[src/rtl/alu_pkg.sv]
`default_nettype none
// ============================================================================
//  Module      : alu_pkg
//  Description : Shared definitions for the slice-serial 74181-style ALU.
//                - state_e    : sequencer state encoding
//                - width_ok   : legality check for the datapath width
//                - slice_fn   : one 4-bit 74181 slice (active-high data,
//                               active-low carry in/out), returns
//                               {carry_out_n, f[3:0]}
//  Revision    : 1.0  initial release
// ============================================================================
package alu_pkg;

    typedef enum logic [1:0] {
        ST_IDLE = 2'd0,
        ST_RUN  = 2'd1,
        ST_DONE = 2'd2
    } state_e;

    // Datapath is processed in 4-bit steps, so the width must tile exactly.
    function automatic bit width_ok(input int width);
        return (width >= 4) && ((width % 4) == 0);
    endfunction

    // 74181 slice, active-high data convention.
    // Arithmetic mode: every function is expressed as x + y + carry, where
    // x and y are the pre-combined operand terms from the datasheet table
    // ("minus 1" terms become an all-ones addend). The carry pins are
    // active-low, so cin_n=0 adds one and cout_n=0 signals a carry out.
    // Logic mode: the carry chain is not involved and cout_n is held high.
    function automatic logic [4:0] slice_fn(
        input logic [3:0] a,
        input logic [3:0] b,
        input logic [3:0] s,
        input logic       m,
        input logic       cin_n
    );
        logic [3:0] x;
        logic [3:0] y;
        logic [3:0] lf;
        logic [4:0] sum;

        x = 4'h0;
        y = 4'h0;
        case (s)
            4'h0: begin x = a;        y = 4'h0;     end  // A
            4'h1: begin x = a | b;    y = 4'h0;     end  // A + B (OR)
            4'h2: begin x = a | ~b;   y = 4'h0;     end  // A + ~B (OR)
            4'h3: begin x = 4'hF;     y = 4'h0;     end  // minus 1
            4'h4: begin x = a;        y = a & ~b;   end  // A plus A&~B
            4'h5: begin x = a | b;    y = a & ~b;   end  // (A|B) plus A&~B
            4'h6: begin x = a;        y = ~b;       end  // A minus B minus 1
            4'h7: begin x = a & ~b;   y = 4'hF;     end  // A&~B minus 1
            4'h8: begin x = a;        y = a & b;    end  // A plus A&B
            4'h9: begin x = a;        y = b;        end  // A plus B
            4'hA: begin x = a | ~b;   y = a & b;    end  // (A|~B) plus A&B
            4'hB: begin x = a & b;    y = 4'hF;     end  // A&B minus 1
            4'hC: begin x = a;        y = a;        end  // A plus A
            4'hD: begin x = a | b;    y = a;        end  // (A|B) plus A
            4'hE: begin x = a | ~b;   y = a;        end  // (A|~B) plus A
            default: begin x = a;     y = 4'hF;     end  // A minus 1
        endcase
        sum = {1'b0, x} + {1'b0, y} + {4'b0000, ~cin_n};

        case (s)
            4'h0: lf = ~a;
            4'h1: lf = ~(a | b);
            4'h2: lf = ~a & b;
            4'h3: lf = 4'h0;
            4'h4: lf = ~(a & b);
            4'h5: lf = ~b;
            4'h6: lf = a ^ b;
            4'h7: lf = a & ~b;
            4'h8: lf = ~a | b;
            4'h9: lf = ~(a ^ b);
            4'hA: lf = b;
            4'hB: lf = a & b;
            4'hC: lf = 4'hF;
            4'hD: lf = a | ~b;
            4'hE: lf = a | b;
            default: lf = a;
        endcase

        if (m) begin
            return {1'b1, lf};
        end
        return {~sum[4], sum[3:0]};
    endfunction

endpackage
`default_nettype wire

[src/rtl/alu_slice4.sv]
`default_nettype none
// ============================================================================
//  Module      : alu_slice4
//  Description : Combinational 4-bit 74181-style ALU slice. The top level
//                owns a single instance and steps it across the operand.
//  Ports       : i_a, i_b   4-bit operand slices
//                i_s        function select (74181 encoding)
//                i_m        1 = logic, 0 = arithmetic
//                i_cin_n    active-low carry in
//                o_f        4-bit result slice
//                o_cout_n   active-low carry out (1 in logic mode)
//  Revision    : 1.0  initial release
// ============================================================================
module alu_slice4
    import alu_pkg::*;
(
    input  logic [3:0] i_a,
    input  logic [3:0] i_b,
    input  logic [3:0] i_s,
    input  logic       i_m,
    input  logic       i_cin_n,
    output logic [3:0] o_f,
    output logic       o_cout_n
);

    logic [4:0] w_res;

    assign w_res    = slice_fn(i_a, i_b, i_s, i_m, i_cin_n);
    assign o_f      = w_res[3:0];
    assign o_cout_n = w_res[4];

endmodule
`default_nettype wire

[src/rtl/slice_serial_alu.sv]
`default_nettype none
// ============================================================================
//  Module      : slice_serial_alu
//  Description : WIDTH-bit 74181-compatible ALU that evaluates one 4-bit
//                slice per clock through a single shared slice, LSB first,
//                rippling the carry through a register. The result, carry
//                out and zero flag are published together on the final
//                slice edge, so partial results never appear on F.
//  Ports       : clk        rising-edge clock
//                rst_n      asynchronous active-low reset
//                start      begin an operation (sampled when busy=0)
//                A, B       WIDTH-bit operands
//                S, M, Cn   function select, mode (1=logic), active-low cin
//                F          registered result
//                Cn_out     active-low carry out of the MSB slice
//                zero       F == 0
//                busy       operation in progress
//                done       one-cycle pulse: F/Cn_out/zero just updated
//  Revision    : 1.0  initial release
// ============================================================================
module slice_serial_alu
    import alu_pkg::*;
#(
    parameter int WIDTH = 16
)
(
    input  logic             clk,
    input  logic             rst_n,
    input  logic             start,
    input  logic [WIDTH-1:0] A,
    input  logic [WIDTH-1:0] B,
    input  logic [3:0]       S,
    input  logic             M,
    input  logic             Cn,
    output logic [WIDTH-1:0] F,
    output logic             Cn_out,
    output logic             zero,
    output logic             busy,
    output logic             done
);

    localparam int NSLICE = WIDTH / 4;
    localparam int CNT_W  = (NSLICE > 1) ? $clog2(NSLICE) : 1;
    localparam logic [CNT_W-1:0] c_cnt_last = CNT_W'(NSLICE - 1);

    if (!width_ok(WIDTH)) begin : g_width_check
        $error("slice_serial_alu: WIDTH must be a multiple of 4 and >= 4");
    end

    state_e           r_state;
    logic [WIDTH-1:0] r_a;        // latched operands, shifted right one
    logic [WIDTH-1:0] r_b;        // slice per step so bits [3:0] are current
    logic [3:0]       r_s;
    logic             r_m;
    logic             r_carry_n;  // active-low carry into the current slice
    logic [CNT_W-1:0] r_cnt;      // index of the slice being computed
    logic [WIDTH-1:0] r_res;      // slices assembled so far (internal only)

    logic [3:0]       w_slice_f;
    logic             w_cout_n;
    logic [WIDTH-1:0] w_res_next;
    logic             w_accept;

    alu_slice4 u_slice (
        .i_a      (r_a[3:0]),
        .i_b      (r_b[3:0]),
        .i_s      (r_s),
        .i_m      (r_m),
        .i_cin_n  (r_carry_n),
        .o_f      (w_slice_f),
        .o_cout_n (w_cout_n)
    );

    // New start is honoured in IDLE and in the DONE cycle (back-to-back).
    assign w_accept = start && (r_state != ST_RUN);

    // Partial result with the current slice merged into its nibble; on the
    // final step this is the complete word published on F.
    always_comb begin
        w_res_next = r_res;
        for (int k = 0; k < NSLICE; k++) begin
            if (r_cnt == CNT_W'(k)) begin
                w_res_next[4*k +: 4] = w_slice_f;
            end
        end
    end

    always_ff @(posedge clk or negedge rst_n) begin
        if (!rst_n) begin
            r_state   <= ST_IDLE;
            r_a       <= '0;
            r_b       <= '0;
            r_s       <= 4'h0;
            r_m       <= 1'b0;
            r_carry_n <= 1'b0;
            r_cnt     <= '0;
            r_res     <= '0;
            F         <= '0;
            Cn_out    <= 1'b1;
            zero      <= 1'b1;
            busy      <= 1'b0;
            done      <= 1'b0;
        end else begin
            done <= 1'b0;
            if (w_accept) begin
                r_state   <= ST_RUN;
                r_a       <= A;
                r_b       <= B;
                r_s       <= S;
                r_m       <= M;
                r_carry_n <= Cn;
                r_cnt     <= '0;
                r_res     <= '0;
                busy      <= 1'b1;
            end else begin
                case (r_state)
                    ST_RUN: begin
                        r_a       <= r_a >> 4;
                        r_b       <= r_b >> 4;
                        r_carry_n <= w_cout_n;
                        r_res     <= w_res_next;
                        r_cnt     <= r_cnt + CNT_W'(1);
                        if (r_cnt == c_cnt_last) begin
                            F       <= w_res_next;
                            Cn_out  <= w_cout_n;
                            zero    <= ~|w_res_next;
                            busy    <= 1'b0;
                            done    <= 1'b1;
                            r_state <= ST_DONE;
                        end
                    end
                    ST_DONE: r_state <= ST_IDLE;
                    default: r_state <= ST_IDLE;
                endcase
            end
        end
    end

endmodule
`default_nettype wire
[config.mk]
export PLATFORM = sky130hd
export DESIGN_NAME = slice_serial_alu
export DESIGN_NICKNAME = d
export VERILOG_FILES = /design/src/rtl/alu_pkg.sv /design/src/rtl/alu_slice4.sv /design/src/rtl/slice_serial_alu.sv
export SDC_FILE = /design/constraint.sdc
export NUM_CORES = 1
export LEC_CHECK = 0
export BUFFER_PORTS_ARGS = -buffer_cell sky130_fd_sc_hd__buf_2
export CORE_MARGIN = 1.5
export CORE_UTILIZATION = 40
export DETAILED_ROUTE_END_ITERATION = 8
export SLEW_MARGIN = 25
export SYNTH_ARGS = -nofsm -noshare
export SYNTH_HDL_FRONTEND = slang
export SYNTH_SLANG_ARGS = --single-unit
[constraint.sdc]
create_clock -name clk -period 4.39 [get_ports clk]
set_input_delay 0.2195 -clock clk [delete_from_list [all_inputs] [get_ports clk]]
set_output_delay 0.2195 -clock clk [all_outputs]
set_load 0.1 [all_outputs]
Yosys cells after proc, flatten, opt, wreduce, memory -nomap -nowiden
Index checks and enable logic that the tools add are counted.
Cells by class
  add/subtract/negate cells: 3
  $mul: 0
  divide/modulo/power cells: 0
  $lt $le $gt $ge: 0
  equality and inequality tests: 20
  shifts and indexed selects: 0
  multiplexer cells: 29
  bitwise gates (word level): 15
  reductions and logical operators: 15
Operators by type and width (number)
  $mux 16: 6
  $pmux 4 s15: 1
  $eq 4x4->1 const B: 7
  $pmux 4 s6: 1
  $not 4->4: 5
  $pmux 4 s5: 1
  $eq 4x3->1 const B: 4
  $mux 4: 4
  $reduce_or 16->1: 1
  $and 4x4->4: 3
  $or 4x4->4: 3
  $mux 2: 5
  $mux 5: 2
  $mux 1: 9
  $reduce_or 3->1: 3
  $eq 4x2->1 const B: 2
  $add 4x4->5: 1
  $add 5x1->5: 1
  $eq 2x1->1 const B: 2
  $eq 2x2->1 const B: 2
  $eq 4x1->1 const B: 1
  $logic_not 4->1: 1
  $reduce_bool 2->1: 2
  $reduce_or 2->1: 2
  other kinds (11): 13
Word-level totals
  flip-flop bits (word level): 78
  latch bits: 0
  bits in writable memories: 0
  ROM bits: 0
  input port bits: 41
  output and inout port bits: 20
  logic and storage cells: 95
  memories: 0

Depth between registers and ports, before layout
Gate-level depths: netlist of the first run.
  depth in word-level cells: 10
  gate-level depth with buffers: 19
  gate-level depth less buffers: 16

By module
From an unflattened synthesis of the first run, not the netlist that was laid out.
Second synthesis, totals
  cell total of the unflattened synthesis: 511
  area, all modules: 4744.6 µm²
Modules (own cells, without submodules)
  slice_serial_alu: instances 1, cells an instance 303, area an instance 3354.5 µm²
  alu_slice4: instances 1, cells an instance 208, area an instance 1390.1 µm²

Worst setup path after synthesis of the first run
No wires, ideal clock.
  kind: flip-flop to flip-flop
  start: reg r_s[1]
  end: reg zero
  data arrival time: 3.486 ns
  path slack: 0.807 ns
  stages on the path, launching flop included: 18
  path buffers: 3
  clock period less this slack: 3.583 ns
  cells stage by stage: dfrtp_1 > buf_2 > buf_6 > clkbuf_1 > o21ai_0 > a21oi_1 > o21ai_0 > o32ai_1 > fa_1 > inv_1 > fa_1 > xor2_1 > a32oi_1 > and4b_1 > a21oi_1 > a21oi_1 > o22ai_1 > o41ai_2
Between the ends
  word-level cells in the longest chain between the ends: 9
  elaborated cells on any way between the ends: 34
Ends and longest elaborated chain
  start, declared: RTL line slice_serial_alu.sv:53  | logic [3:0] r_s;
  start signal, assigned: RTL line slice_serial_alu.sv:93  | r_s <= 4'h0;
  start signal, assigned: RTL line slice_serial_alu.sv:109  | r_s <= S;
  $eq 4x1->1, or another cell as far along: RTL line alu_pkg.sv:45, alu_pkg.sv:65
  $reduce_or 4->1 (no source line), or another cell as far along
  $pmux 4 s6 or $pmux 4 s5 (tied branches): RTL line alu_pkg.sv:45  | case (s)
  $add 4x4->5: RTL line alu_pkg.sv:63  | sum = {1'b0, x} + {1'b0, y} + {4'b0000, ~cin_n};
  $add 5x1->5: RTL line alu_pkg.sv:63
  $mux 5 (*): RTL line alu_pkg.sv:87  | return {~sum[4], sum[3:0]};
  $mux 4: RTL line slice_serial_alu.sv:82  | if (r_cnt == CNT_W'(k)) begin
  $reduce_or 16->1 (*): RTL line slice_serial_alu.sv:126  | zero <= ~|w_res_next;
  $logic_not 1->1 (*): RTL line slice_serial_alu.sv:126
  end signal, assigned: RTL line slice_serial_alu.sv:126
  end, declared: RTL line slice_serial_alu.sv:37  | output logic zero,
Every way passes the cells marked *; elsewhere a longest branch is shown, timed or not. The select of a mux whose other input is x is not followed.
A chain may end at the register's enable or synchronous reset.

Final worst setup path of the first run
  start: reg r_s[2]
  end: reg zero
The elaborated chain is that of the path after synthesis.

==> results of run 1 <==
state kept, by name, indices dropped and copies added (netlist names):
signal     flops
r_state        2
done           1
r_s            4
F             16
r_cnt          2
zero           1
Cn_out         1
r_b           16
r_m            1
busy           1
r_res         12
r_carry_n      1
r_a           16
cell families (layout without fill, tap and decap cells):
family / after synthesis / in the layout / synth area share
simple gates: 159 / 159 / 0.168
compound gates: 150 / 150 / 0.211
flops: 74 / 74 / 0.388
buf+inv: 58 / 108 / 0.0571
mux: 49 / 49 / 0.105
fa+ha+maj: 25 / 25 / 0.0686
xor+xnor: 1 / 1 / 0.00183
cells in the final DEF, fill, tap and decap left out, drive strengths merged, types with 4 or more instances in the layout:
master	count
nand3	7
nor2	38
o22ai	4
a21o	5
mux2	7
a21oi	20
nand2	56
a22oi	5
o21ai	55
mux2i	42
ha	23
nand3b	13
o31ai	6
nand2b	7
a211oi	8
nor3	8
clkbuf	10
a22o	16
dfrtp	72
buf	70
nor2b	7
inv	23
a31oi	5
final cells by class:
type / count / share of cell area
Clock inverter: 6 / 0.0177
Tap cell: 143 / 0.0325
Sequential cell: 74 / 0.337
Timing Repair Buffer: 71 / 0.0717
Multi-Input combinational cell: 384 / 0.483
Inverter: 21 / 0.0143
Clock buffer: 10 / 0.0434
routing by layer:
layer / GRT usage / share of wire
met5: 0 / 0
met4: 0.0700 / 0.020
met3: 0.0545 / 0.060
met2: 0.308 / 0.44
met1: 0.286 / 0.47
worst paths after layout:
| check | end | slack [ps] | cells after the start |
|---|---|---|---|
| max in group asynchronous | r_res[4]$_DFFE_PN0P_ | 3440 | 2 |
| setup reg to reg | zero$_DFFE_PN1P_ | 450 | 16 |
| hold reg to reg | F[4]$_DFFE_PN0P_ | 470 | 1 |
| min in group asynchronous | r_a[11]$_DFFE_PN0P_ | 470 | 2 |
| setup / recovery | zero$_DFFE_PN1P_ | 450 | 16 |
| hold / removal | r_s[0]$_DFFE_PN0P_ | 120 | 2 |
timing repair:
item	CTS	global route
hold buffers	0	1
endpoints found under the hold margin	0	72
buffers inserted	0	0
synthesized netlist by cell type (all sizes together), types with 7 or more instances:
| cell | number | area, sq um |
|---|---|---|
| nand2 | 56 | 210 |
| ha | 23 | 288 |
| clkbuf | 21 | 78.8 |
| a211oi | 8 | 60.1 |
| mux2i | 42 | 420 |
| nor2 | 38 | 145 |
| nor3 | 8 | 40.0 |
| mux2 | 7 | 78.8 |
| nand2b | 7 | 43.8 |
| nand3 | 7 | 35.0 |
| inv | 21 | 78.8 |
| nand3b | 13 | 97.6 |
| buf | 16 | 115 |
| dfrtp | 72 | 1800 |
| o21ai | 55 | 275 |
| nor2b | 7 | 51.3 |
| a22o | 16 | 140 |
| a21oi | 20 | 115 |
stage by stage:
step	instance area, sq um	cells	hold WS (ps)	setup slack [ps]	utilization
final	5500	709	120	450	0.478
after detailed placement	5150	692	426	464	0.447
after global placement	5150	692	424	713	0.447
after CTS	5480	708	63.2	457	0.476
after floorplan	4780	516	-76.1	807	-
after global routing	5500	709	120	159	0.478
==> results by group, run 1 <==
Worst setup path
  – Launch point of the worst path: r_s[2]$_DFFE_PN0P_
  – CP startpoint kind: flip-flop
  – Buf/Inv on CP: 2
  – Setup crit end kind: flip-flop
  – Setup CP Type: reg2reg
  – Worst-path cell chain: buf_4, nor2b_4, nor3_1, a21oi_1, o21ai_0, o32ai_1, fa_1, inv_1, fa_1, xor2_1, a32oi_1, and4b_1, a21oi_1, a21oi_1, o22ai_1, o41ai_2
  – Critical Path RT: 4630 ps
  – CP peak stage delay: 450 ps
  – Worst Path Arrival: 4180 ps
  – Crit path max fanout: 46
  – Crit path max-delay family: compound AO/OA/AOI/OAI gates
  – Most frequent CP cell: a21oi_1
  – Worst path slowest cell: o32ai_1
  – Crit Reg-Reg Startpoint: r_s[2]$_DFFE_PN0P_

Hold path
  – Worst hold start: S[0]
  – Min-Delay Path Class: in2reg

Detailed routing
  – Drt pass-1 iters: 7
  – Final wirelength: 12200 microns
  – DR iter-0 viols: 386
  – Average vias per placed instance: 5.66
  – Post-route ant nets: 0
  – Remaining DRCs: 0
  – Routed len/inst: 17.2 microns
  – Via count: 4015

Clock tree
  – CTS tree: yes
  – Clock Root Buffer: clkbuf_16
  – Post-cts repair resize count: 0
  – CTS clock-pin slew for the worst setup and hold paths: 60 ps
  – Clk sink count: 74
  – CTS Buf Count: 9
  – Clk Latency, worst-skew pair: 340 ps
  – Clock buffer depth: 2
  – H-Tree Level Count: 3

Synth
  – Post-synth design cell area: 4780 sq um
  – FF+latch count, synth: 74
  – Post-Syn Nets: 582
  – Synthesized area per cell: 9.26 sq um
  – Synth Flop Type: dfrtp_1
  – Number of synthesized flops with an enable pin: 0
  – Fraction of registers with async set/reset: 1.00
  – Distinct cells, synth: 68
  – Yosys Warn Count: 0
  – Register area share after synthesis: 0.388
  – Synthesized instance count: 516

Global routing
  – GRT overflow: 0
  – First-pass GRT wire length: 20900 microns
  – Pin count of the biggest net entering global routing: 75
  – Initial antenna violation count: 0
  – GRT Total Usage: 0.205
  – Number of global-route vias before repair: 4084

Floorplan
  – Total die area: 12600 sq um
  – Core area: 11500 sq um
  – IO Count: 61
  – Initial core utilization: 0.415
  – Core Rows: 39
  – Die height: 112 microns
  – Die Wd: 112 microns

Finish
  – Share of cells above drive strength 1: 0.187
  – Reg area: 1850 sq um
  – Nets: 627
  – FILL cells: 1116
  – # diodes: 0
  – Area Growth Syn to Fin: 15.1%
  – Area of the multi-input gates: 2660 sq um

Timing
  – # setup viols final: 0
  – Post-layout min period: 3940 ps
  – RSZ-0062 raised after global routing: no
  – Slew @ Worst Pin: 690 ps
  – Slew headroom: 0.540
  – F_max: 254 MHz
  – Setup TNS Final: 0 ps
  – Skew final: 13.6 ps
  – Final Hold Fails: 0
  – Period utilisation layout: 0.898
  – Slew Limit Fails: 0

Run status
  – Status: complete, no violations

Run
  – Max-cap violations: 0

Placed design
  – Input/output buffers: 60
  – Placer Congestion: 0.916
  – DP HPWL: 8500 microns
Power of run 1 is not shown: default switching activity piles up to over one toggle a cycle in this logic, so the estimate is an artifact.
==> run 2: changes to the inputs <==
==> constraint.sdc (replaced) <==
create_clock -name clk -period 4.9 [get_ports clk]
set_input_delay 0.245 -clock clk [delete_from_list [all_inputs] [get_ports clk]]
set_output_delay 0.245 -clock clk [all_outputs]
set_load 0.1 [all_outputs]
==> results by group, run 2 (synthesis results as in run 1) <==
Global routing
  – GRT overflow: 0 (unchanged)
  – Initial antenna violation count: 1 (+1)
  – Number of global-route vias before repair: 3858 (-5.5%)
  – Pin count of the biggest net entering global routing: 75 (unchanged)
  – First-pass GRT wire length: 19800 microns (-5.2%)
  – GRT Total Usage: 0.197 (-0.00791)

Floorplan
  – Initial core utilization: 0.415 (unchanged)
  – Core area: 11500 sq um (unchanged)
  – Core Rows: 39 (unchanged)
  – Die height: 112 microns (unchanged)
  – IO Count: 61 (unchanged)
  – Die Wd: 112 microns (unchanged)
  – Total die area: 12600 sq um (unchanged)

Finish
  – Most frequent cells in the layout: 72 x dfrtp_1, 58 x buf_2, 56 x nand2_1
  – # diodes: 0 (unchanged)
  – Share of cells above drive strength 1: 0.180 (-0.00756)
  – Largest regs: F x16, r_a x16, r_b x16
  – Area Growth Syn to Fin: 13.6%
  – Nets: 623 (-0.64%)
  – Commonest non-fill, non-tap cell in the layout: dfrtp_1

Worst setup path
  – Buf/Inv on CP: 2 (unchanged)
  – Critical Path RT: 5130 ps (+500 ps)
  – Worst-path cell chain: inv_1, nor2_1, nor3_1, a21oi_1, o21ai_0, o32ai_1, fa_1, inv_1, fa_1, xor2_1, a32oi_1, and4b_1, a21oi_1, a21oi_1, o22ai_1, o41ai_2
  – Worst Path Arrival: 4260 ps (+80 ps)
  – Setup CP Type: reg2reg
  – CP peak stage delay: 730 ps (+280 ps)
  – Setup crit end kind: flip-flop
  – Register-to-register setup slack: 880 ps (+430 ps)
  – CP startpoint kind: flip-flop
  – Worst path slowest cell: dfrtp_1
  – Crit path max-delay family: compound AO/OA/AOI/OAI gates
  – Most frequent CP cell: a21oi_1
  – Crit path max fanout: 20 (-57%)

Timing
  – Worst setup margin: 877 ps (+427 ps)
  – Setup TNS Final: 0 ps (unchanged)
  – Slew @ Worst Pin: 755 ps (+65.6 ps)
  – Period utilisation layout: 0.821 (-0.0764)
  – Final Hold Fails: 0 (unchanged)
  – # setup viols final: 0 (unchanged)
  – Slew headroom: 0.495 (-0.0456)
  – Post-layout min period: 4020 ps (+83.2 ps)
  – Skew final: 11.0 ps (-2.51 ps)
  – RSZ-0062 raised after global routing: no
  – F_max: 249 MHz (-2.1%)
  – Slew Limit Fails: 0 (unchanged)

Detailed routing
  – Average vias per placed instance: 5.64 (-0.36%)
  – Via count: 3978 (-0.92%)
  – Top sig layer: met5
  – Routed wl met2: 5200 microns (-3.9%)
  – Drt pass-1 iters: 7 (unchanged)
  – Met1 wire length: 5630 microns (-2.6%)
  – Final wirelength: 11900 microns (-2.0%)
  – Met3 WL: 729 microns (-0.14%)
  – Routed len/inst: 16.9 microns (-1.4%)
  – Post-route ant nets: 0 (unchanged)
  – DR iter-0 viols: 265 (-31%)
  – Remaining DRCs: 0 (unchanged)

Clock tree
  – CTS tree: yes
  – H-Tree Level Count: 3 (unchanged)
  – Clock Root Buffer: clkbuf_16
  – CTS clock-pin slew for the worst setup and hold paths: 60 ps (about the same)
  – Clk sink count: 74 (unchanged)
  – Clk Latency, worst-skew pair: 330 ps (about the same)
  – CTS Buf Count: 9 (unchanged)
  – Clock buffer depth: 2 (unchanged)
  – Setup bufs post-CTS: 0 (unchanged)
  – Post-cts repair resize count: 0 (unchanged)
  – # hold bufs at CTS: 0 (unchanged)

Placed design
  – Placer Congestion: 0.878 (-4.1%)
  – Pre-CTS setup slack: 983 ps (+518 ps)
  – DP HPWL: 8340 microns (-1.9%)
  – Input/output buffers: 60 (unchanged)

Hold path
  – Min-Delay Path Class: in2reg

Run status
  – Status: complete, no violations

Run
  – Max-cap violations: 0 (unchanged)
## run 2: area by class of cell
type,instances,area [sq um]
multi-input cells,384,2660
fillers,1114,6090
clock inverters,6,65.1
inverters,21,78.8
repair buffers,67,364
well taps,143,179
clock buffers,10,229
flip-flops and latches,74,1850
## run 2: worst paths after layout
kind,start,end,depth (start not counted)
worst max register to register,r_s[3]$_DFFE_PN0P_,zero$_DFFE_PN1P_,16
worst min register to register,F[12]$_DFFE_PN0P_,F[12]$_DFFE_PN0P_,2
min in group asynchronous,rst_n,r_a[15]$_DFFE_PN0P_,2
worst max-delay path,r_s[3]$_DFFE_PN0P_,zero$_DFFE_PN1P_,16
worst min-delay path,S[1],r_s[1]$_DFFE_PN0P_,2
max in group asynchronous,rst_n,r_b[11]$_DFFE_PN0P_,2
## run 2: per-stage QoR
stage	std cells	hold WS (ps)	utilization	instance area [sq um]
2_1_floorplan	516	-50.6	-	4780
3_5_place_dp	688	454	0.444	5120
6_report	705	140	0.471	5430
4_1_cts	704	91.9	0.470	5410
3_3_place_gp	688	454	0.444	5120
5_1_grt	705	137	0.471	5430
## run 2: worst reg2reg max path, delay by kind of cell (launching register included)
kind            cells  cell delay [ps]
simple gates        3              500
compound gates      8             1560
buf+inv             2              310
fa+ha+maj           2              660
flops               1              730
xor+xnor            1              170
## run 2: routing by layer
layer	up-vias	track usage
met5	-	0
met4	2	0.0852
met3	26	0.0497
met2	144	0.290
met1	1857	0.276
li1	1949	-
Power of run 2 is left out for the same reason.
==> run 3: changes to the inputs <==
==> constraint.sdc (replaced) <==
create_clock -name clk -period 4 [get_ports clk]
set_input_delay 0.2 -clock clk [delete_from_list [all_inputs] [get_ports clk]]
set_output_delay 0.2 -clock clk [all_outputs]
set_load 0.1 [all_outputs]
==> results by group, run 3 (synthesis results as in run 1) <==
Run status
  – Status: complete, no violations

Finish
  – FILL cells: 1094 (-1.8%)
  – Nets: 634 (+1.8%)
  – Commonest non-fill, non-tap cell in the layout: dfrtp_1
  – Area of the multi-input gates: 2660 sq um (unchanged)
  – Largest regs: F x16, r_a x16, r_b x16
  – Area Growth Syn to Fin: 16.2%
  – # diodes: 0 (unchanged)
  – Reg area: 1850 sq um (unchanged)
  – Share of cells above drive strength 1: 0.197 (+0.0175)
  – Most frequent cells in the layout: 72 x dfrtp_1, 59 x buf_2, 56 x nand2_1

Timing
  – Setup TNS Final: 0 ps (unchanged)
  – Slew Limit Fails: 0 (unchanged)
  – RSZ-0062 raised after global routing: no
  – # setup viols final: 0 (unchanged)
  – F_max: 275 MHz (+10%)
  – Period utilisation layout: 0.910 (+0.0894)
  – Slew headroom: 0.555 (+0.0608)
  – Final Hold Fails: 0 (unchanged)
  – Skew final: 9.66 ps (-1.38 ps)
  – Post-layout min period: 3640 ps (-381 ps)
  – Slew @ Worst Pin: 661 ps (-94.5 ps)

Floorplan
  – Core area: 11500 sq um (unchanged)
  – Die Wd: 112 microns (unchanged)
  – Total die area: 12600 sq um (unchanged)
  – Die height: 112 microns (unchanged)
  – IO Count: 61 (unchanged)
  – Initial core utilization: 0.415 (unchanged)
  – Core Rows: 39 (unchanged)

Clock tree
  – Clock buffer depth: 2 (unchanged)
  – Clock Root Buffer: clkbuf_16
  – CTS Buf Count: 9 (unchanged)
  – Setup bufs post-CTS: 0 (unchanged)
  – CTS clock-pin slew for the worst setup and hold paths: 60 ps (about the same)
  – Post-cts repair resize count: 0 (unchanged)
  – Clk sink count: 74 (unchanged)
  – Clk Latency, worst-skew pair: 340 ps (about the same)
  – H-Tree Level Count: 3 (unchanged)
  – CTS tree: yes

Global routing
  – GRT overflow: 0 (unchanged)
  – Number of global-route vias before repair: 3956 (+2.5%)
  – GRT Total Usage: 0.205 (+0.00819)
  – First-pass GRT wire length: 20600 microns (+4.2%)
  – Pin count of the biggest net entering global routing: 75 (unchanged)
  – Initial antenna violation count: 0 (-1)

Detailed routing
  – Via count: 4055 (+1.9%)
  – Average vias per placed instance: 5.66 (+0.37%)
  – Remaining DRCs: 0 (unchanged)
  – Met1 wire length: 5820 microns (+3.4%)
  – Top sig layer: met4
  – DR iter-0 viols: 282 (+6.4%)
  – Post-route ant nets: 0 (unchanged)
  – Final wirelength: 12300 microns (+3.3%)
  – Drt pass-1 iters: 7 (unchanged)
  – Routed wl met2: 5610 microns (+7.8%)
  – Met3 WL: 672 microns (-7.8%)
  – Routed len/inst: 17.2 microns (+1.7%)

Worst setup path
  – Buf/Inv on CP: 3 (+1)
  – Crit path max-delay family: compound AO/OA/AOI/OAI gates
  – Worst path slowest cell: o32ai_1
  – CP peak stage delay: 420 ps (-310 ps)
  – Worst-path cell chain: buf_4, nor2b_4, nor3_1, a21oi_1, o21ai_0, o32ai_1, fa_1, inv_1, fa_1, xor2_1, a32oi_1, and4b_1, a21oi_1, buf_4, and2_1, a22o_1
  – Worst Path Arrival: 3870 ps (-390 ps)
  – Setup CP Type: reg2reg
  – Crit path max fanout: 11 (-45%)
  – Setup crit end kind: flip-flop
  – CP startpoint kind: flip-flop
  – Critical Path RT: 4230 ps (-900 ps)

Placed design
  – Placer Congestion: 0.864 (-1.5%)
  – Input/output buffers: 60 (unchanged)
  – DP HPWL: 8810 microns (+5.6%)

Run
  – Max-cap violations: 0 (unchanged)

Hold path
  – Min-Delay Path Class: in2reg
-- run 3: cell types whose count changed in the layout (fill, tap and decap cells not counted), sizes merged --
| cell | before | now |
|---|---|---|
| buf | 66 | 77 |
| clkinvlp | 1 | 0 |
| bufinv | 1 | 2 |
| clkinv | 3 | 2 |
| inv | 22 | 23 |
-- run 3: metrics by stage --
step	hold WS (ps)	util	cells	cell area (sq um)	worst slack, ps
2_1_floorplan	-95.6	-	516	4780	417
3_3_place_gp	404	0.452	699	5200	526
3_5_place_dp	416	0.452	699	5200	404
4_1_cts	42.1	0.481	715	5540	379
5_1_grt	81.2	0.482	716	5550	156
6_report	96.8	0.482	716	5550	358
-- run 3: worst reg2reg max path: cells and delay by family (launching register included) --
kind | cells | cell delay [ps]
buffers and inverters | 3 | 390
adder cells (fa/ha/maj) | 2 | 660
flip-flops | 1 | 360
XOR/XNOR | 1 | 170
AO/OA/AOI/OAI | 6 | 1230
AND/OR/NAND/NOR | 4 | 720
-- run 3: worst paths after layout --
| path | start | end | slack, ps | cells after the start |
|---|---|---|---|---|
| worst max register to register | r_s[2]$_DFFE_PN0P_ | r_res[2]$_DFFE_PN0P_ | 360 | 16 |
| min in group asynchronous | rst_n | r_a[15]$_DFFE_PN0P_ | 440 | 2 |
| worst max-delay path | r_s[2]$_DFFE_PN0P_ | r_res[2]$_DFFE_PN0P_ | 360 | 16 |
| worst min register to register | F[12]$_DFFE_PN0P_ | F[12]$_DFFE_PN0P_ | 470 | 2 |
| worst min-delay path | S[3] | r_s[3]$_DFFE_PN0P_ | 100 | 2 |
| max in group asynchronous | rst_n | r_a[5]$_DFFE_PN0P_ | 3100 | 2 |
-- run 3: per-layer routing --
metal,up-vias,track usage
met5,-,0
met4,0,0.0751
met3,20,0.0540
met2,107,0.316
met1,1965,0.279
li1,1963,-
-- run 3: cell type report --
class / instances / share of cell area
clock buffer: 10 / 0.0431
tap: 143 / 0.0322
sequential: 74 / 0.334
inverter: 21 / 0.0142
timing repair buffer: 78 / 0.0800
clock inverter: 6 / 0.0176
multi-input combinational: 384 / 0.479
-- run 3: repair_timing --
| item | in CTS | in global routing |
|---|---|---|
| hold endpoints to repair | 0 | 72 |
| hold buffers | 0 | 1 |
| setup endpoints to repair | 0 | 0 |
Power of run 3 is left out for the same reason.
